--- config.mk ---
export PLATFORM = sky130hd
export DESIGN_NAME = stack_cpu_core
export DESIGN_NICKNAME = d
export VERILOG_FILES = /design/src/rtl/stack_cpu_core.sv
export SDC_FILE = /design/constraint.sdc
export NUM_CORES = 1
export LEC_CHECK = 0
export CAP_MARGIN = 20
export CORE_AREA = 2 2 276 278
export DETAILED_ROUTE_END_ITERATION = 12
export DIE_AREA = 0 0 278 280
export GPL_TIMING_DRIVEN = 0
export SETUP_SLACK_MARGIN = 0.5
export SLEW_MARGIN = 20
export SYNTH_ARGS = -nofsm -noshare
export SYNTH_HDL_FRONTEND = slang
export SYNTH_SLANG_ARGS = --single-unit
--- constraint.sdc ---
create_clock -name clk -period 13.9 [get_ports clk]
set_clock_uncertainty 0.1 [all_clocks]
set_input_delay 2.78 -clock clk [delete_from_list [all_inputs] [get_ports clk]]
set_output_delay 2.78 -clock clk [all_outputs]
set_load 0.005 [all_outputs]
--- src/rtl/stack_cpu_core.sv ---
// stack_cpu_core: stack CPU fed by a 16-bit instruction stream. It has a data
// stack, a return stack (CALL/RET), a conditional branch, an ALU and a
// valid/ready output port.
// Instruction fetch may insert wait states: imem_req stays high until imem_ack.
// Optional macro STACK_CHECK_EN: stack overflow/underflow stops the core in
// FAULT with fault_code set. Without it the stack pointers wrap.
// Handshake: out_data is a beat when out_valid && out_ready at a rising clk;
// out_valid and out_data hold steady until that beat is taken.
module stack_cpu_core #(
    parameter int DATA_W       = 16,
    parameter int DSTACK_DEPTH = 16,
    parameter int RSTACK_DEPTH = 8,
    parameter int ADDR_W       = 15
) (
    input  logic                            clk,
    input  logic                            rst,
    output logic                            imem_req,
    output logic [ADDR_W-1:0]               imem_addr,
    input  logic [15:0]                     imem_rdata,
    input  logic                            imem_ack,
    output logic [DATA_W-1:0]               out_data,
    output logic                            out_valid,
    input  logic                            out_ready,
    output logic                            halted,
    output logic                            fault,
    output logic [1:0]                      fault_code,
    output logic [2:0]                      dbg_state,
    output logic [ADDR_W:0]                 dbg_ip,
    output logic [$clog2(DSTACK_DEPTH):0]   dbg_dsp,
    output logic [$clog2(RSTACK_DEPTH):0]   dbg_rsp
);
    localparam int DP   = $clog2(DSTACK_DEPTH);
    localparam int RP   = $clog2(RSTACK_DEPTH);
    localparam int IP_W = ADDR_W + 1;

    typedef enum logic [2:0] {
        S_FETCH, S_EXEC_W, S_EXEC_HI, S_EXEC_LO, S_OUT_WAIT, S_HALT, S_FAULT
    } state_t;

    state_t              state, state_n;
    logic [IP_W-1:0]     ip, ip_n;
    logic [15:0]         ir, ir_n;
    logic [DP:0]         dsp, dsp_n;
    logic [RP:0]         rsp, rsp_n;
    logic [DATA_W-1:0]   dstk [DSTACK_DEPTH];
    logic [IP_W-1:0]     rstk [RSTACK_DEPTH];
    logic [DATA_W-1:0]   out_q, out_n;
    logic                resume_lo, resume_lo_n;
    logic [1:0]          fc_q, fc_n;

    logic [DP-1:0]       p_idx, t_idx, n_idx;
    logic [RP-1:0]       rp_idx, rt_idx;
    logic [DATA_W-1:0]   tos, nos, alu;
    logic [7:0]          bop;
    logic [IP_W-1:0]     jmp_tgt, rtop;

    logic [1:0]          need;
    logic                d_inc, d_dec, r_push, r_pop;
    logic                we0, we1;
    logic [DP-1:0]       wa0, wa1;
    logic [DATA_W-1:0]   wd0, wd1;
`ifdef STACK_CHECK_EN
    logic [1:0]          fault_hit;
`else
    logic                unused_need;
    assign unused_need = ^need;
`endif

    // Operand fetch from the stacks, byte-op select, branch target and ALU result
    always_comb begin
        p_idx   = dsp[DP-1:0];
        t_idx   = dsp[DP-1:0] - DP'(1);
        n_idx   = dsp[DP-1:0] - DP'(2);
        rp_idx  = rsp[RP-1:0];
        rt_idx  = rsp[RP-1:0] - RP'(1);
        tos     = dstk[t_idx];
        nos     = dstk[n_idx];
        rtop    = rstk[rt_idx];
        bop     = (state == S_EXEC_HI) ? ir[15:8] : ir[7:0];
        jmp_tgt = (ip + IP_W'(2) + {{(IP_W-13){ir[12]}}, ir[12:0]}) & ~IP_W'(1);
        case (bop)
            8'h01:   alu = nos + tos;
            8'h02:   alu = nos - tos;
            8'h08:   alu = nos & tos;
            8'h09:   alu = nos | tos;
            8'h0A:   alu = nos ^ tos;
            default: alu = '0;
        endcase
    end

    // Next state and datapath control; a stack violation (when checked) cancels every update
    always_comb begin
        state_n     = state;
        ip_n        = ip;
        ir_n        = ir;
        out_n       = out_q;
        resume_lo_n = resume_lo;
        fc_n        = fc_q;
        need        = 2'd0;
        d_inc       = 1'b0;
        d_dec       = 1'b0;
        r_push      = 1'b0;
        r_pop       = 1'b0;
        we0         = 1'b0;
        we1         = 1'b0;
        wa0         = p_idx;
        wa1         = p_idx;
        wd0         = tos;
        wd1         = tos;
        case (state)
            S_FETCH: begin
                if (imem_ack) begin
                    ir_n = imem_rdata;
                    if (!ip[0] && imem_rdata[15:13] != 3'b000) state_n = S_EXEC_W;
                    else if (!ip[0])                           state_n = S_EXEC_HI;
                    else                                       state_n = S_EXEC_LO;
                end
            end
            S_EXEC_W: begin
                ip_n    = ip + IP_W'(2);
                state_n = S_FETCH;
                if (ir[15]) begin
                    d_inc = 1'b1;
                    we0   = 1'b1;
                    wd0   = DATA_W'(ir[14:0]);
                end else begin
                    case (ir[14:13])
                        2'b01: ip_n = jmp_tgt;
                        2'b10: begin r_push = 1'b1; ip_n = jmp_tgt; end
                        2'b11: begin
                            need  = 2'd1;
                            d_dec = 1'b1;
                            if (tos == '0) ip_n = jmp_tgt;
                        end
                        default: ;
                    endcase
                end
            end
            S_EXEC_HI, S_EXEC_LO: begin
                ip_n    = ip + IP_W'(1);
                state_n = (state == S_EXEC_HI) ? S_EXEC_LO : S_FETCH;
                case (bop)
                    8'h01, 8'h02, 8'h08, 8'h09, 8'h0A: begin
                        need = 2'd2; d_dec = 1'b1; we0 = 1'b1; wa0 = n_idx; wd0 = alu;
                    end
                    8'h03: begin need = 2'd1; d_inc = 1'b1; we0 = 1'b1; end
                    8'h04: begin
                        need = 2'd2;
                        we0 = 1'b1; wa0 = t_idx; wd0 = nos;
                        we1 = 1'b1; wa1 = n_idx; wd1 = tos;
                    end
                    8'h05: begin need = 2'd1; d_dec = 1'b1; end
                    8'h06: begin
                        need        = 2'd1;
                        d_dec       = 1'b1;
                        out_n       = tos;
                        resume_lo_n = (state == S_EXEC_HI);
                        state_n     = S_OUT_WAIT;
                    end
                    8'h07: begin r_pop = 1'b1; ip_n = rtop & ~IP_W'(1); state_n = S_FETCH; end
                    8'h0B: begin need = 2'd2; d_inc = 1'b1; we0 = 1'b1; wd0 = nos; end
                    8'hFF: state_n = S_HALT;
                    default: ;
                endcase
            end
            S_OUT_WAIT: begin
                if (out_ready) state_n = resume_lo ? S_EXEC_LO : S_FETCH;
            end
            default: ;
        endcase
        dsp_n = dsp + (DP+1)'(d_inc) - (DP+1)'(d_dec);
        rsp_n = rsp + (RP+1)'(r_push) - (RP+1)'(r_pop);
`ifdef STACK_CHECK_EN
        fault_hit = 2'd0;
        if ((DP+1)'(need) > dsp)                                  fault_hit = 2'd2;
        else if (d_inc && dsp == (DP+1)'(DSTACK_DEPTH))           fault_hit = 2'd1;
        else if ((r_push && rsp == (RP+1)'(RSTACK_DEPTH)) ||
                 (r_pop && rsp == '0))                            fault_hit = 2'd3;
        if (fault_hit != 2'd0) begin
            state_n = S_FAULT;
            ip_n    = ip;
            dsp_n   = dsp;
            rsp_n   = rsp;
            out_n   = out_q;
            we0     = 1'b0;
            we1     = 1'b0;
            r_push  = 1'b0;
            fc_n    = fault_hit;
        end
`else
        dsp_n[DP] = 1'b0;
        rsp_n[RP] = 1'b0;
`endif
    end

    // State register and architectural registers; reset abandons any fetch or OUT beat
    always_ff @(posedge clk) begin
        if (rst) begin
            state     <= S_FETCH;
            ip        <= '0;
            ir        <= '0;
            dsp       <= '0;
            rsp       <= '0;
            out_q     <= '0;
            resume_lo <= 1'b0;
            fc_q      <= 2'd0;
        end else begin
            state     <= state_n;
            ip        <= ip_n;
            ir        <= ir_n;
            dsp       <= dsp_n;
            rsp       <= rsp_n;
            out_q     <= out_n;
            resume_lo <= resume_lo_n;
            fc_q      <= fc_n;
        end
    end

    // Stack storage writes (SWAP uses both data-stack write ports)
    always_ff @(posedge clk) begin
        if (!rst) begin
            if (we0)    dstk[wa0]    <= wd0;
            if (we1)    dstk[wa1]    <= wd1;
            if (r_push) rstk[rp_idx] <= ip + IP_W'(2);
        end
    end

    // Outputs decoded from state; imem_req is held low while rst is asserted
    always_comb begin
        imem_req   = (state == S_FETCH) && !rst;
        imem_addr  = ip[ADDR_W:1];
        out_valid  = (state == S_OUT_WAIT);
        out_data   = out_q;
        halted     = (state == S_HALT);
        fault      = (state == S_FAULT);
        fault_code = fc_q;
        dbg_state  = state;
        dbg_ip     = ip;
        dbg_dsp    = dsp;
        dbg_rsp    = rsp;
    end
endmodule

Word level (Yosys, flattened, before mapping)
Memory sizes are Yosys's and may differ from the RTL's.
Index checks and enable logic that the tools add are counted.
{ "classes": {"order_cmp": 0, "n_mul": 0, "addsub": 12, "n_bitwise": 3, "eq_ne": 23, "n_shift": 0, "div": 0, "n_reduce_logical": 19, "n_mux": 47} }
{ "op_table": {"columns": ["op", "n"], "rows": [
  ["case mux 16 bit (2 select lines)", 4],
  ["case mux 16 bit (5 select lines)", 1],
  ["two-way mux 16 bit", 4],
  ["adder 16 bit", 2],
  ["== test 8 x 3 -> 1 bit, second input constant", 4],
  ["== test 8 x 4 -> 1 bit, second input constant", 4],
  ["two-way mux 1 bit", 23],
  ["adder 16 x 1 -> 16 bit, second input constant", 1],
  ["adder 16 x 2 -> 16 bit, second input constant", 1],
  ["bitwise AND 16 bit", 1],
  ["== test 8 x 2 -> 1 bit, second input constant", 2],
  ["logical NOT 16 bit", 1],
  ["OR 16 bit", 1],
  ["subtractor 16 bit", 1],
  ["bitwise XOR 16 bit", 1],
  ["two-way mux 4 bit", 3],
  ["case mux 3 bit (4 select lines)", 1],
  ["== test 3 bit, second input constant", 3],
  ["case mux 3 bit (3 select lines)", 1],
  ["== test 8 x 1 -> 1 bit, second input constant", 1],
  ["== test 8 bit, second input constant", 1],
  ["two-way mux 8 bit", 1],
  ["case mux 4 bit (2 select lines)", 1],
  ["OR reduction 2 bit", 4],
  ["other kinds (27)", 37]
]} }
{ "word_totals": {"mem_bits_ro": 0, "word_cells": 113, "out_inout_bits": 65, "reg_bits": 59, "memories": 2, "in_bits": 20, "mem_bits_rw": 384, "latch_bits": 0} }
{ "mem_list": {"columns": ["memory", "depth", "word_bits", "rd", "rd_ports_with_merged_regs", "write_ports", "line_no", "rtl"], "rows": [
  ["dstk", 16, 16, 2, 0, 2, "45", "logic [DATA_W-1:0] dstk [DSTACK_DEPTH];"],
  ["rstk", 8, 16, 1, 0, 1, "46", "logic [IP_W-1:0] rstk [RSTACK_DEPTH];"]
]} }

Logic depth before layout (Yosys ltp)
Gate-level depths: netlist of run 1.
{ "depth": {"depth_word": 9, "mapped_depth": 31, "depth_no_buf": 20} }

Worst setup path before layout of run 1
OpenSTA, ideal clock, no wires.
{ "synth_timing": {"kind": "register -> register", "start": "register dsp[1] (netlist: dbg_dsp[1])", "end": "memory dstk[12][15], data pin", "required_ns": 13.642, "synth_period_minus_slack_ns": 7.654, "path_slack_ns": 6.246, "path_buffers": 11, "path_stages_with_launch": 28, "setup_time_ns": 0.158, "arrival_time_ns": 7.396, "path_cell_list": "dfxtp_1 clkbuf_1 clkbuf_1 clkbuf_1 buf_1 inv_1 ha_1 buf_2 buf_2 clkbuf_1 buf_2 mux2i_1 a21o_1 clkbuf_1 buf_1 ha_1 a31oi_1 xnor2_1 ha_1 or4_1 o311a_1 a211oi_1 o31ai_1 or4_1 mux2i_1 o31ai_4 buf_6 o211ai_1"} }
{ "synth_rtl": {"columns": ["item", "line_no", "rtl"], "rows": [
  ["start: declaration", "43", "logic [DP:0] dsp, dsp_n;"],
  ["start signal: assignment", "211", "dsp <= dsp_n;"],
  ["end: declaration", "45", null]
]} }

==> impl_results.md, run 1 <==
- CP startpoint: dbg_dsp[1]$_SDFF_PP0_
- # clock sinks: 435
- Synth async-reset ratio: 0%
- CP Max Fanout: 12
- Synth Register Bits: 435
- Hold Crit Class: reg2reg
- Crit path to: dstk[5][14]$_DFFE_PP_
- Worst-path clk slew: 60 ps
- Worst R2R Setup Slack: 1210 ps
- Multi-input logic area: 13120 um^2
- Worst r2r path cells: 28
- Die area: 77840 um^2
- Tcrit/Tclk final: 91.33%
- Die width: 278 um
- Fin. Hold Viols: 0
- Worst vdd ir: 99.34 uV
- # diodes: 0
- Critical path class: reg2reg
- Ratio of cells with drive above 1 in the final layout: 16.13%
- Static Leakage: 10.11 nW
- Initial antenna violation count: 1
- Top cell type's share of synthesized area: 42.31%
- Dpl hpwl: 69200 um
- Root Driver: clkbuf_16
- Clk pwr share: 20.5%
- Clk buf depth: 3
- P per Cell Area: 203.1 nW/um^2
- Main flop type after synthesis: edfxtp_1
- Max_cap viols: 0
- Critical path's most frequent cell: clkbuf_1
- Layout area overhead: 14.89%
- Filler cells: 7045
- Final GP Congestion: 0.9712
- WL/cell: 27.25 um
- Seq pwr share: 27.8%
- Most frequent cell after synthesis: edfxtp_1
- Register area share after synthesis: 46.73%
- Avg Synthesized Cell Area: 12.06 um^2
- DRT iter0 DRCs: 2741
- P_int: 0.003555 W
- Worst setup EP type: flop
- Vias in the first global route: 19640
- Synth area leaders: edfxtp_1 (42%), mux4_2 (14%), mux2i_1 (7.9%)
- Switching Fraction: 42.91%
- H-tree depth: 2
- Post-Syn Instances: 2213
- Clock Latency Late Sink: 620 ps
- CTS tree: built
- Final setup vio count: 0
- Setup TNS: 0 ps
- Synth Warn #: 0
- Mapped Area: 26690 um^2
- Logic pwr share: 51.7%
- Post-synth EDFFs: 376
- Netlist cell types: 83
- Port Buf Inserts: 80
- Row Count: 101
- Critical Path RT: 14130 ps
- Status: finished clean
- Vias per cell: 6.006
- Synth area leader: edfxtp_1
- # hold bufs at CTS: 0
- DRC Markers: 0
- I/O pins: 85
- Post-synth top cells: edfxtp_1 (376), nand2_1 (213), mux2i_1 (211)
- Startpoint Class: flop
- Slew HR: 16.77%
- DRT Pass-1 Iters: 6
- First-pass GRT wire length: 133600 um
- Critical-path top delay cell: o31ai_1
- Final worst path period need: 12690 ps
- GRT Residual Overflow: 0
- Pwr Total: 0.006228 W
- Max Slew Vio Count: 0
- Overall routed net length: 92040 um
- P_sw: 0.002672 W
- Reg area: 12470 um^2
- R2R Path Start: dbg_dsp[1]$_SDFF_PP0_
- Slew @ Worst Pin: 1246 ps
- Starting Density: 35.49%
- Fmax: 78.77 MHz
- Total number of vias: 20280
- # Post-CTS Setup Buffers: 0
- Nets: 2467
- Clock buffer count from CTS: 49
- PostCTS Resize Cnt: 0
- Maximum number of pins on one net before global-route repair: 17
- Unrepaired setup endpoints after global routing: false
- Die Ht: 280 um
- FF-to-FF End: dstk[5][14]$_DFFE_PP_
- Crit path largest cell delay: 980 ps
- Crit path DAT: 12930 ps
- Antenna Violating Nets Remaining: 0
- Core ar.: 75190 um^2
- Total GRT Usage: 23.20%
[per-layer routing]
| layer | track usage [%] | vias up | routed length [um] |
|---|---|---|---|
| met5 | 0 | - | 0 |
| met4 | 8.080 | 0 | 3267 |
| met3 | 3.855 | 198 | 8020 |
| met2 | 39.02 | 1129 | 44010 |
| met1 | 30.32 | 10250 | 36740 |
| li1 | - | 8701 | - |
[area by class of cell]
type | instances | area share [%]
flip-flops and latches | 435 | 40.68
clock buffers | 71 | 4.473
multi-input cells | 1509 | 42.78
well taps | 978 | 3.991
plain buffers | 209 | 3.387
repair buffers | 94 | 3.375
clock inverters | 18 | 0.5427
inverters | 63 | 0.7713
[sequential cells by signal (all words and copies together) (netlist names)]
name	count
out_data	16
dstk	256
dbg_ip	16
dbg_rsp	3
resume_lo	1
rstk	120
ir	16
dbg_state	3
dbg_dsp	4
[cell usage in the layout, fill, tap and decap left out, drive strengths merged, types with 10 or more instances in the layout]
cell type      Yosys  final
o22ai             18     18
edfxtp           376    376
nor2b             13     13
mux2              10     10
or3               11     11
o21ai             39     39
xor2              20     20
clkdlybuf4s50      0     80
o211ai            50     50
ha                82     82
nor2             177    177
a211oi            13     13
nor4              13     13
clkbuf           105    176
nand2            213    213
mux4             166    166
and3              10     10
inv               63     65
o31ai             10     10
a221oi            22     22
a21o              11     11
mux2i            211    211
nand3             40     40
clkinv             0     12
a21oi            166    166
nor3              25     25
buf              104    118
dfxtp             59     59
xnor2             54     54
and2              20     20
[per-stage QoR]
step	util (%)	instances	setup slack, ps	hold slack (ps)	area (um^2)
3_5_place_dp	38.72	3288	1598	384.4	29120
3_3_place_gp	38.20	3274	1749	375.3	28720
2_1_floorplan	-	2216	6246	351.6	26700
6_report	40.78	3377	1205	391.3	30660
4_1_cts	40.77	3377	1558	398.4	30650
5_1_grt	40.78	3377	907.9	426.2	30660
[critical path: cells and delay by family (launching register included)]
family                   cells  cell delay, ps
flip-flops                   1             610
buffers and inverters       12            6500
AND/OR/NAND/NOR              2             260
multiplexers                 1             500
adder cells (fa/ha/maj)      3            1170
XOR/XNOR                     1             170
AO/OA/AOI/OAI                9            3080
[worst min path at each step]
stage | slack, ps | from | cells after the start | endpoint
global placement | 380 | resume_lo$_SDFFE_PP0P_ | 2 | resume_lo$_SDFFE_PP0P_
floorplan | 350 | resume_lo$_SDFFE_PP0P_ | 2 | resume_lo$_SDFFE_PP0P_
global route | 430 | out_data[13]$_SDFFE_PP0P_ | 2 | out_data[13]$_SDFFE_PP0P_
CTS | 400 | out_data[1]$_SDFFE_PP0P_ | 2 | out_data[1]$_SDFFE_PP0P_
detailed placement | 380 | out_data[1]$_SDFFE_PP0P_ | 2 | out_data[1]$_SDFFE_PP0P_
finish | 390 | out_data[1]$_SDFFE_PP0P_ | 2 | out_data[1]$_SDFFE_PP0P_
[power groups by stage]
stage / Combinational, W / Clock [W] / Sequential, W
finish: 0.00322 / 0.00128 / 0.00173
detailed placement: 0.00313 / 0 / 0.00176
global placement: 0.00303 / 0 / 0.00176
floorplan: 0.00217 / 0 / 0.00174
CTS: 0.00315 / 0.00129 / 0.00173
global route: 0.00349 / 0.00133 / 0.00174
[cell families (layout without fill, tap and decap cells)]
logic type | Yosys count | after routing | share of synthesized area (%)
AOI/OAI and AO/OA | 397 | 397 | 9.949
xor gates and xnor gates | 74 | 74 | 2.457
adders and majority gates | 86 | 86 | 4.145
buffers and inverters | 272 | 455 | 4.778
DFF | 435 | 435 | 46.73
muxes | 387 | 387 | 22.43
other | 1 | 4 | 0.01405
and+or+nand+nor | 561 | 561 | 9.494
No activity file was read; power rests on OpenSTA's default activity.
==> run 2, diff against run 1 <==
--- a/config.mk
+++ b/config.mk
@@ -6,9 +6,9 @@
 export NUM_CORES = 1
 export LEC_CHECK = 0
 export CAP_MARGIN = 20
-export CORE_AREA = 2 2 276 278
+export CORE_AREA = 2 2 247 310
 export DETAILED_ROUTE_END_ITERATION = 12
-export DIE_AREA = 0 0 278 280
+export DIE_AREA = 0 0 249 312
 export GPL_TIMING_DRIVEN = 0
 export SETUP_SLACK_MARGIN = 0.5
 export SLEW_MARGIN = 20
==> impl_results.md, run 2 (synthesized netlist as in run 1, its figures left out) <==
- Nets: 2468
- Vias per cell: 5.995
- Final GP Congestion: 0.9893
- DRT Pass-1 Iters: 6
- Static Leakage: 10.16 nW
- Critical Path RT: 14120 ps
- Layout area overhead: 15.07%
- # clock sinks: 435
- Commonest non-fill, non-tap cells in the layout: edfxtp_1 (376), nand2_1 (213), mux2i_1 (211)
- Top reg by flops: dstk
- Critical path's most frequent cell: clkbuf_1
- Die width: 249 um
- Crit path DAT: 12690 ps
- Worst setup EP type: flop
- Ratio of cells with drive above 1 in the final layout: 16.51%
- # Post-CTS Setup Buffers: 0
- # hold bufs at CTS: 0
- Core ar.: 74410 um^2
- Fin. Hold Viols: 0
- Overall routed net length: 93420 um
- CTS tree: built
- CP Max Fanout: 12
- Worst vdd ir: 132.0 uV
- WL/cell: 27.75 um
- Startpoint Class: flop
- Die area: 77690 um^2
- Total GRT Usage: 23.69%
- DRT iter0 DRCs: 2116
- Setup TNS: 0 ps
- Slew @ Worst Pin: 1200 ps
- H-tree depth: 2
- P per Cell Area: 205.0 nW/um^2
- Critical-path top delay cell: clkbuf_1
- Slew HR: 19.45%
- Total number of vias: 20190
- Leading registers by flop count: dstk x256, rstk x120
- Final setup vio count: 0
- Clock buffer count from CTS: 47
- Vias in the first global route: 20150
- Port Buf Inserts: 80
- GRT Residual Overflow: 0
- Worst-path clk slew: 70 ps
- Die Ht: 312 um
- Max reg flops: 256
- First-pass GRT wire length: 134800 um
- Starting Density: 35.86%
- Maximum number of pins on one net before global-route repair: 17
- Final worst path period need: 12470 ps
- Root Driver: clkbuf_16
- Clk buf depth: 3
- Unrepaired setup endpoints after global routing: false
- Dpl hpwl: 71280 um
- Tcrit/Tclk final: 89.70%
- Post-Layout Cell Count: 3367
- Crit path largest cell delay: 830 ps
- Status: finished clean
- # diodes: 0
- Initial antenna violation count: 1
- DRC Markers: 0
- Most common cell after layout, fill and taps aside: edfxtp_1
- Fmax: 80.20 MHz
- Critical path class: reg2reg
- Row Count: 112
- Clock Latency Late Sink: 630 ps
- Placed Instances: 3280
- Max_cap viols: 0
- PostCTS Resize Cnt: 0
- Antenna Violating Nets Remaining: 0
- I/O pins: 85
- Final Util: 41.27%
- Max Slew Vio Count: 0
- Hold Crit Class: reg2reg
[run 2: cell count changes in the layout (fill, tap and decap cells not counted), sizes merged]
cell      before  now
clkinv        12   19
buf          118  121
inv           65   66
bufinv         2    7
clkbuf       176  160
clkinvlp       2    1
[run 2: layer usage]
layer  routed length, um  GRT usage [%]  share of wire (%)
met1               34110          27.33                 37
met2               46960          42.03                 50
met3                5952          2.932                6.4
met4                6406          14.45                6.9
met5                   0              0                  0
[run 2: report_power, final]
part	total [W]	switching, W	internal [W]
clock	0.00133	0.000569	0.000761
sequential	0.00173	0.0000448	0.00169
combinational	0.00323	0.00208	0.00116
[run 2: area by class of cell]
cell class / count / area [um^2]
fillers: 6858 / 43700
inverters: 63 / 236.5
well taps: 969 / 1212
repair buffers: 97 / 1059
flip-flops and latches: 435 / 12470
clock inverters: 30 / 362.8
multi-input cells: 1509 / 13110
clock buffers: 55 / 1216
plain buffers: 209 / 1040
[run 2: metrics by stage]
stage / worst slack, ps / power (W) / hold WS, ps / area, um^2
final: 1432 / 0.006296 / 386.4 / 30710
after global routing: 1124 / 0.006623 / 410.6 / 30710
after CTS: 1587 / 0.006228 / 388.7 / 30690
after detailed placement: 1642 / 0.004896 / 376.8 / 29110
after global placement: 1556 / 0.004791 / 369.4 / 28710
after floorplan: 6246 / 0.003905 / 351.6 / 26700
[run 2: final timing paths]
kind                            slack [ps]                 startpoint  depth (start not counted)                   endpoint
worst max register to register        1430      dbg_dsp[1]$_SDFF_PP0_                         28      dstk[5][13]$_DFFE_PP_
worst min-delay path                   390  out_data[12]$_SDFFE_PP0P_                          2  out_data[12]$_SDFFE_PP0P_
worst min register to register         390  out_data[12]$_SDFFE_PP0P_                          2  out_data[12]$_SDFFE_PP0P_
worst max-delay path                  1430      dbg_dsp[1]$_SDFF_PP0_                         28      dstk[5][13]$_DFFE_PP_
[run 2: critical path: cells and delay by family (launching register included)]
family          cells  cell delay (ps)
compound gates      8             2930
buf+inv            12             6180
mux                 2              560
xor+xnor            1              120
simple gates        2              570
fa+ha+maj           3             1110
flops               1              580
==> run 3, diff against run 2 <==
--- a/config.mk
+++ b/config.mk
@@ -10,8 +10,10 @@
 export DETAILED_ROUTE_END_ITERATION = 12
 export DIE_AREA = 0 0 249 312
 export GPL_TIMING_DRIVEN = 0
+export HOLD_SLACK_MARGIN = 0.08
+export MAX_ROUTING_LAYER = met4
 export SETUP_SLACK_MARGIN = 0.5
-export SLEW_MARGIN = 20
+export SLEW_MARGIN = 30
 export SYNTH_ARGS = -nofsm -noshare
 export SYNTH_HDL_FRONTEND = slang
 export SYNTH_SLANG_ARGS = --single-unit
==> impl_results.md, run 3 (synthesized netlist as in run 1, its figures left out) <==
- Status: finished clean
- Critical-path top delay cell: clkbuf_1
- Slew @ Worst Pin: 1020 ps
- Top reg by flops: dstk
- # clock sinks: 435
- Maximum number of pins on one net before global-route repair: 17
- WHS Path Cells: 2
- R2R Path Start: dbg_dsp[1]$_SDFF_PP0_
- Core ar.: 74410 um^2
- P per Cell Area: 200.8 nW/um^2
- Total GRT Usage: 24.83%
- Die width: 249 um
- Max_cap viols: 0
- Worst vdd ir: 102.1 uV
- PostCTS Resize Cnt: 0
- Initial antenna violation count: 2
- DRT Pass-1 Iters: 7
- DP Area: 29140 um^2
- Slew HR: 30.26%
- Reg area: 12470 um^2
- Commonest non-fill, non-tap cells in the layout: edfxtp_1 (376), nand2_1 (213), mux2i_1 (211)
- Leading registers by flop count: dstk x256, rstk x120
- Critical Path RT: 14130 ps
- First-pass GRT wire length: 137500 um
- # hold bufs at CTS: 0
- Clock buffer count from CTS: 47
- Startpoint Class: flop
- GRT Residual Overflow: 0
- Dpl hpwl: 72770 um
- I/O pins: 85
- Unrepaired setup endpoints after global routing: false
- Worst R2R Setup Slack: 1210 ps
- Setup TNS: 0 ps
- DRT iter0 DRCs: 1824
- Layout area overhead: 14.91%
- Port Buf Inserts: 80
- WL/cell: 28.20 um
- Clock Latency Late Sink: 620 ps
- Crit path largest cell delay: 790 ps
- DRC Markers: 0
- CTS tree: built
- Hold Crit Class: reg2reg
- Starting Density: 35.86%
- Overall routed net length: 94950 um
- Worst-path clk slew: 60 ps
- Tcrit/Tclk final: 91.30%
- Fin. Hold Viols: 0
- Vias per cell: 5.956
- Nets: 2463
- CP Max Fanout: 12
- Max reg flops: 256
- Root Driver: clkbuf_16
- Ratio of cells with drive above 1 in the final layout: 16.82%
- Final setup vio count: 0
- Clk buf depth: 3
- Hold Path End: out_data[4]$_SDFFE_PP0P_
- Critical path's most frequent cell: clkbuf_1
- Post-Layout Inst Area: 30670 um^2
- Min-Delay Startpoint: out_data[4]$_SDFFE_PP0P_
- Row Count: 112
- Multi-input logic area: 13240 um^2
- # Post-CTS Setup Buffers: 0
- Max Slew Vio Count: 0
- Pwr Total: 0.006157 W
- Static Leakage: 10.12 nW
- Total number of vias: 20050
- H-tree depth: 2
- Worst setup EP type: flop
- Fmax: 78.80 MHz
- Critical path class: reg2reg
- Filler cells: 6975
- Worst r2r path cells: 28
- Die area: 77690 um^2
- Vias in the first global route: 20320
- Antenna Violating Nets Remaining: 0
- Final GP Congestion: 0.9729
- FF-to-FF End: dstk[7][13]$_DFFE_PP_
- Most common cell after layout, fill and taps aside: edfxtp_1
- Final worst path period need: 12690 ps
- Die Ht: 312 um
- Place WS: 1517 ps
- Worst setup margin: 1209 ps
- Crit path DAT: 12920 ps
==> run 3: cell count changes in the layout (fill, tap and decap cells not counted), moves of 4 or more <==
cell / before / now
xnor2_2: 2 / 8
clkbuf_2: 1 / 5
xnor2_1: 52 / 46
bufinv_16: 7 / 0
clkinv_1: 8 / 14
buf_6: 15 / 11
==> run 3: worst max path at each step <==
stage	start	to	slack, ps	cells past startpoint
finish	dbg_dsp[1]$_SDFF_PP0_	dstk[7][13]$_DFFE_PP_	1210	28
global route	dbg_dsp[1]$_SDFF_PP0_	dstk[3][13]$_DFFE_PP_	980	28
CTS	dbg_dsp[1]$_SDFF_PP0_	dstk[9][14]$_DFFE_PP_	1500	28
detailed placement	dbg_dsp[1]$_SDFF_PP0_	dstk[9][14]$_DFFE_PP_	1520	28
global placement	dbg_dsp[1]$_SDFF_PP0_	dstk[9][14]$_DFFE_PP_	1670	28
floorplan	dbg_dsp[1]$_SDFF_PP0_	dstk[12][15]$_DFFE_PP_	6250	27
==> run 3: metrics by stage <==
stage | util, % | hold WS [ps] | cells
after floorplan | - | 351.6 | 2216
after global placement | 38.58 | 370.5 | 3265
after detailed placement | 39.15 | 380.9 | 3277
after CTS | 41.13 | 396.2 | 3365
after global routing | 41.21 | 437.4 | 3367
final | 41.21 | 391.6 | 3367
==> run 3: report_power, final <==
part | switching (W) | internal (W) | leakage [nW] | total (W)
clock network | 0.000570 | 0.000654 | 0.705 | 0.00122
registers | 0.0000460 | 0.00169 | 3.89 | 0.00173
logic | 0.00205 | 0.00115 | 5.52 | 0.00320
total | 0.00267 | 0.00349 | 10.1 | 0.00616
==> run 3: area by class of cell <==
cell class | count | share of cell area [%]
diodes | 2 | 0.01632
plain buffers | 209 | 3.407
clock buffers | 58 | 4.137
clock inverters | 30 | 0.6446
inverters | 63 | 0.7711
multi-input cells | 1509 | 43.18
flip-flops and latches | 435 | 40.67
well taps | 969 | 3.953
repair buffers | 92 | 3.223
==> run 3: critical path: cells and delay by family, from the launching register on <==
kind                     cells  cell delay (ps)
buffers and inverters       12             6590
AO/OA/AOI/OAI                8             2720
adder cells (fa/ha/maj)      3             1120
flip-flops                   1              620
multiplexers                 2              560
AND/OR/NAND/NOR              2              530
XOR/XNOR                     1              110
==> run 3: layer usage <==
| metal | share of wire (%) | GRT usage (%) | vias to the layer above |
|---|---|---|---|
| li1 | - | - | 8690 |
| met1 | 37 | 27.38 | 10130 |
| met2 | 52 | 43.91 | 935 |
| met3 | 5.9 | 3.073 | 298 |
| met4 | 6.0 | 13.09 | 0 |
| met5 | 0 | - | - |
